File: config.mk
export PLATFORM = sky130hd
export DESIGN_NAME = gravity_lock_timer
export DESIGN_NICKNAME = d
export VERILOG_FILES = /design/src/rtl/gravity_lock_timer.sv
export SDC_FILE = /design/constraint.sdc
export NUM_CORES = 1
export LEC_CHECK = 0
export BUFFER_PORTS_ARGS = -buffer_cell sky130_fd_sc_hd__buf_4
export CAP_MARGIN = 15
export CORE_MARGIN = 10
export CORE_UTILIZATION = 30
export CTS_CLUSTER_SIZE = 40
export DETAILED_ROUTE_END_ITERATION = 12
export GPL_TIMING_DRIVEN = 1
export HOLD_SLACK_MARGIN = 0.15
export PLACE_DENSITY = 0.43
export SYNTH_ARGS = -nofsm -noshare
export SYNTH_HDL_FRONTEND = slang
export SYNTH_SLANG_ARGS = --single-unit
File: constraint.sdc
create_clock -name CLK -period 2.6 [get_ports CLK]
set_input_delay 0.26 -clock CLK [delete_from_list [all_inputs] [get_ports CLK]]
set_output_delay 0.26 -clock CLK [all_outputs]
set_load 0.02 [all_outputs]
File: src/rtl/gravity_lock_timer.sv
// Gravity / soft-drop tick generator with a bounded-restart lock-delay FSM.
// Build option: define SOFT_DROP_LOCK_EN to let soft_drop force an immediate lock while grounded.
module gravity_lock_timer #(
  parameter int CNT_W           = 26,
  parameter int LEVEL_W         = 4,
  parameter int BASE_PERIOD     = 48000000,
  parameter int LEVEL_STEP      = 5000000,
  parameter int MIN_PERIOD      = 3000000,
  parameter int SOFT_PERIOD     = 700000,
  parameter int LOCK_DELAY      = 25000000,
  parameter int MAX_LOCK_RESETS = 15,
  parameter int RST_W           = 4
) (
  input  logic               CLK,
  input  logic               RESET,
  input  logic [LEVEL_W-1:0] level,
  input  logic               spawn,
  input  logic               soft_drop,
  input  logic               pause,
  input  logic               grounded,
  input  logic               moved,
  output logic               gravity_tick,
  output logic               lock_req,
  output logic               locking,
  output logic [RST_W-1:0]   resets_left
);

  localparam int PW = CNT_W + LEVEL_W;

  localparam logic [1:0] IDLE    = 2'd0;
  localparam logic [1:0] FALLING = 2'd1;
  localparam logic [1:0] LOCKING = 2'd2;

  logic [1:0]       state;
  logic [CNT_W-1:0] grav_cnt;
  logic [CNT_W-1:0] lock_cnt;
  logic [PW-1:0]    level_cut;
  logic [CNT_W-1:0] base_period;
  logic [CNT_W-1:0] act_period;
  logic             soft_lock;

  // The product is kept wide so high levels saturate instead of wrapping below MIN_PERIOD.
  always_comb begin
    level_cut = PW'(level) * PW'(LEVEL_STEP);
    if (level_cut >= PW'(BASE_PERIOD - MIN_PERIOD))
      base_period = CNT_W'(MIN_PERIOD);
    else
      base_period = CNT_W'(BASE_PERIOD) - level_cut[CNT_W-1:0];
    act_period = base_period;
    if (soft_drop && (base_period > CNT_W'(SOFT_PERIOD)))
      act_period = CNT_W'(SOFT_PERIOD);
  end

`ifdef SOFT_DROP_LOCK_EN
  assign soft_lock = soft_drop;
`else
  assign soft_lock = 1'b0;
`endif

  always_ff @(posedge CLK or posedge RESET) begin
    if (RESET) begin
      state        <= IDLE;
      grav_cnt     <= '0;
      lock_cnt     <= '0;
      gravity_tick <= 1'b0;
      lock_req     <= 1'b0;
      resets_left  <= '0;
    end else begin
      // NOTE: pulses default low every cycle so each one lasts exactly one clock;
      // non-blocking assignments let later branches override this default safely.
      gravity_tick <= 1'b0;
      lock_req     <= 1'b0;
      if (spawn) begin
        state       <= FALLING;
        grav_cnt    <= '0;
        lock_cnt    <= '0;
        resets_left <= RST_W'(MAX_LOCK_RESETS);
      end else if (!pause) begin
        case (state)
          FALLING: begin
            if (grounded) begin
              state    <= LOCKING;
              lock_cnt <= '0;
              grav_cnt <= '0;
            end else if (grav_cnt >= act_period - CNT_W'(1)) begin
              // >= rather than == so a shortened period fires at once instead of wrapping.
              gravity_tick <= 1'b1;
              grav_cnt     <= '0;
            end else begin
              grav_cnt <= grav_cnt + CNT_W'(1);
            end
          end
          LOCKING: begin
            if (!grounded) begin
              state    <= FALLING;
              grav_cnt <= '0;
            end else if (soft_lock) begin
              lock_req <= 1'b1;
              state    <= IDLE;
            end else if (moved && (resets_left != '0)) begin
              lock_cnt    <= '0;
              resets_left <= resets_left - RST_W'(1);
            end else if (lock_cnt >= CNT_W'(LOCK_DELAY - 1)) begin
              lock_req <= 1'b1;
              state    <= IDLE;
            end else begin
              lock_cnt <= lock_cnt + CNT_W'(1);
            end
          end
          IDLE:    ;
          default: state <= IDLE;
        endcase
      end
    end
  end

  assign locking = (state == LOCKING);

endmodule

==> implementation parameters <==
Parameter                              Value

Outcome
  Run status    complete, but fails checks
  Violations in the final reports    negative setup slack

Place
  HPWL after DPL    14500 um
  Global placer's final weighted congestion    0.821
  Number of port buffers    17

Floorplan
  Row count    51
  Total I/O pin count    18
  Chip Height    160 um
  Starting Density    0.304
  Horiz. Die Dim    160 um
  Area of the core region    19400 um2
  Die Area    25700 um2

Route
  Per-cell routed wire length    15.1 um
  Iteration-0 DRC Markers    267
  Via total after detailed routing    6187
  Post-route DRC violation count    0
  Average via count per standard cell    5.08
  Total wirelength of the detailed-routed design    18300 um
  Residual antenna-violating net count after detailed routing    0
  Drt pass-1 iters    4

Power
  Power density normalized to cell area    464 nW/um2
  Pleak    3.97 nW
  Peak supply drop    0.000313 V

Synthesis
  Count of flip-flops with a built-in enable after synthesis    0
  Most used flip-flop cell after synthesis    sky130_fd_sc_hd__dfrtp_1
  Post-synthesis sequential element count    60
  Synth top area cells    sky130_fd_sc_hd__dfrtp_1 (25%), sky130_fd_sc_hd__ha_1 (11%), sky130_fd_sc_hd__nand3_1 (5.2%), sky130_fd_sc_hd__nand2_1 (4.7%), sky130_fd_sc_hd__a21oi_1 (4.6%)
  Synth Cell Area    5910 um2
  Share of the yosys chip area belonging to registers    0.254
  Commonest cells post-synth    sky130_fd_sc_hd__nand2_1 (74), sky130_fd_sc_hd__nand3_1 (61), sky130_fd_sc_hd__dfrtp_1 (60)
  Post-synthesis cell count    731
  Number of nets in the synthesized netlist    795
  Avg Cell Area, Syn    8.08 um2
  Async set or reset register ratio after synthesis    1.00
  Count of distinct cell types in the synthesized netlist    77
  Total of warnings raised by yosys    0
  Fraction of synthesized cell area taken by the top area cell type    0.254
  Library cell occupying the most area in the post-synthesis netlist    sky130_fd_sc_hd__dfrtp_1
  Dominant cell by count in the synthesized netlist    sky130_fd_sc_hd__nand2_1

Timing
  Maximum achievable frequency    168 MHz
  Shortest clock period the worst path allows after layout    5.94 ns
  Ratio of final minimum period to clock period    2.29
  Least-Margin Pin Slew    0.820 ns
  Setup violations, final    42
  Final worst-path setup slack    -3.34 ns
  Tightest hold margin    0.213 ns
  Number of max-slew violations in the final report    0
  Relative max-transition margin    0.453
  Unrepaired setup endpoints after global routing    true
  Final hold viol count    0
  Final setup skew    0.00834 ns

Layout
  Ratio of cells with drive above 1 in the final layout    0.354
  Antenna diode instance count    0
  Layout Nets    1012
  Flip-flop and latch area    1500 um2
  Multi-input combinational cell area    4600 um2
  Signed area change from the synthesized netlist to the final layout    48.0%
  Fillcell total    1968
  Final core utilization    0.450

Critical path
  Kind of critical path    primary input to flop
  Crit-path max FO    23
  Critical-path top delay cell    sky130_fd_sc_hd__fa_1
  Kind of capture point of the worst setup path    flop
  Data arrival time of the critical path    6.19 ns
  Cell repeated most along the worst path    sky130_fd_sc_hd__ha_4
  Crit path buf inv count    5
  Critical path's largest stage delay    0.54 ns
  Kind of cell with the highest combined delay on the critical path    compound AO/OA/AOI/OAI gates
  Launching element type of the critical path    primary input
  Required time at the worst-slack endpoint    2.85 ns

Global route
  Sum of overflow across all layers after global routing    0
  Number of antenna violations at the first check in global routing    0
  Wire length of the first global-routing pass    30600 um
  Largest net degree at the start of global routing    34
  Via count of the first global-routing pass    6248
  All-layer global routing usage    0.140

CTS
  Number of buffers created by CTS    9
  CTS clock-pin slew for the worst setup and hold paths    0.06 ns
  Buffers from clock root to sink, at most    2
  TritonCTS clock tree    built
  Total number of H-tree levels    3
  Master cell of the clock root buffer    sky130_fd_sc_hd__clkbuf_16
  Clock Sink Count    60
  Clock Latency Late Sink    0.33 ns

Job
  # Max-Cap Violations    0

Hold path
  Classification of the worst-slack hold path    primary input to flop
## registers in the layout, indices dropped and copies added (netlist names)
name	flops
gravity_tick	1
lock_cnt	26
resets_left	4
grav_cnt	26
state	2
lock_req	1
## worst min-delay path, delay by kind of cell
family | cells | cell delay [ns]
AND/OR/NAND/NOR | 1 | 0.06
AO/OA/AOI/OAI | 1 | 0.08
buffers and inverters | 1 | 0.10
## routing by layer
layer,vias up,GRT usage,routed length [um]
met5,-,0,0
met4,0,0.0346,208
met3,14,0.0225,509
met2,92,0.242,9070
met1,2947,0.179,8530
li1,3134,-,-
## through the flow
| stage | area [um2] | setup TNS, ns | cells | setup slack (ns) | total power [mW] |
|---|---|---|---|---|---|
| 4_1_cts | 8490 | -88.33 | 1213 | -3.31 | 4.06 |
| 5_1_grt | 8740 | -98.53 | 1217 | -3.63 | 4.32 |
| 2_1_floorplan | 6050 | -92.56 | 731 | -3.50 | 1.92 |
| 6_report | 8740 | -89.58 | 1217 | -3.34 | 4.06 |
| 3_5_place_dp | 7870 | -103.53 | 1179 | -3.83 | 2.72 |
| 3_3_place_gp | 7870 | -100.56 | 1179 | -3.71 | 2.70 |
## cells by family (layout without fill, tap and decap cells)
family | Yosys count | in the layout | synth area share
AOI/OAI and AO/OA | 207 | 207 | 0.250
xor gates and xnor gates | 38 | 38 | 0.0602
adders and majority gates | 53 | 53 | 0.115
and+or+nand+nor | 305 | 305 | 0.268
muxes | 7 | 7 | 0.0131
buffers and inverters | 61 | 282 | 0.0405
DFF | 60 | 60 | 0.254
## worst paths after layout
kind                                           from                       end  slack (ns)  depth (start not counted)
setup / recovery                           level[2]   grav_cnt[6]$_DFFE_PP0P_       -3.34                         31
hold / removal                                pause      state[0]$_DFFE_PP0P_        0.21                          3
setup reg to reg            grav_cnt[0]$_DFFE_PP0P_   grav_cnt[6]$_DFFE_PP0P_       -0.23                         11
hold reg to reg            lock_cnt[25]$_DFFE_PP0P_  lock_cnt[25]$_DFFE_PP0P_        0.50                          1
max in group asynchronous                     RESET  lock_cnt[14]$_DFFE_PP0P_        1.38                          4
min in group asynchronous                     RESET   grav_cnt[2]$_DFFE_PP0P_        0.60                          3
## area by class of cell
class,instances,area share
Clock buffer,10,0.0262
Clock inverter,5,0.00888
Inverter,37,0.0173
Multi-Input combinational cell,610,0.526
Sequential cell,60,0.172
Tap cell,265,0.0379
Timing Repair Buffer,230,0.211
## power breakdown
part           internal (mW)  switching (mW)  leakage, nW
logic                  0.923           0.931         3.01
clock network          0.830           0.428        0.148
registers              0.940         0.00411        0.812
## layout by cell type (no fill, tap or decap), drive strengths merged, types with 3 or more instances in the layout
cell / synthesis / routed
a31oi: 6 / 6
nand2b: 11 / 11
nor4: 5 / 5
a211oi: 6 / 6
o21a: 5 / 5
a2111oi: 4 / 4
nand4: 10 / 10
nand2: 74 / 74
or2: 7 / 7
nor3: 13 / 13
mux2: 3 / 3
ha: 51 / 51
buf: 4 / 229
nor2b: 11 / 11
a21o: 21 / 21
xnor2: 25 / 25
o21bai: 6 / 6
o31ai: 6 / 6
clkbuf: 20 / 10
a311oi: 3 / 3
a221o: 3 / 3
mux2i: 4 / 4
a31o: 3 / 3
nor2: 39 / 39
xor2: 13 / 13
o21ai: 45 / 45
or3: 23 / 23
inv: 37 / 37
nand3: 61 / 61
and3: 15 / 15
a211o: 7 / 7
and2: 11 / 11
dfrtp: 60 / 60
or4: 12 / 12
a21oi: 56 / 56
nor3b: 5 / 5
o2111ai: 3 / 3
o211ai: 12 / 12
## repair_timing
action                     4_1_cts  5_1_grt
pin swaps                       40       34
setup endpoints to repair       45       52
hold buffers                     1        0
hold endpoints to repair        27        0
gates cloned                     2        1
gates resized for setup         44       58
buffers inserted                16        6
Power figures use the tool's default switching activity.
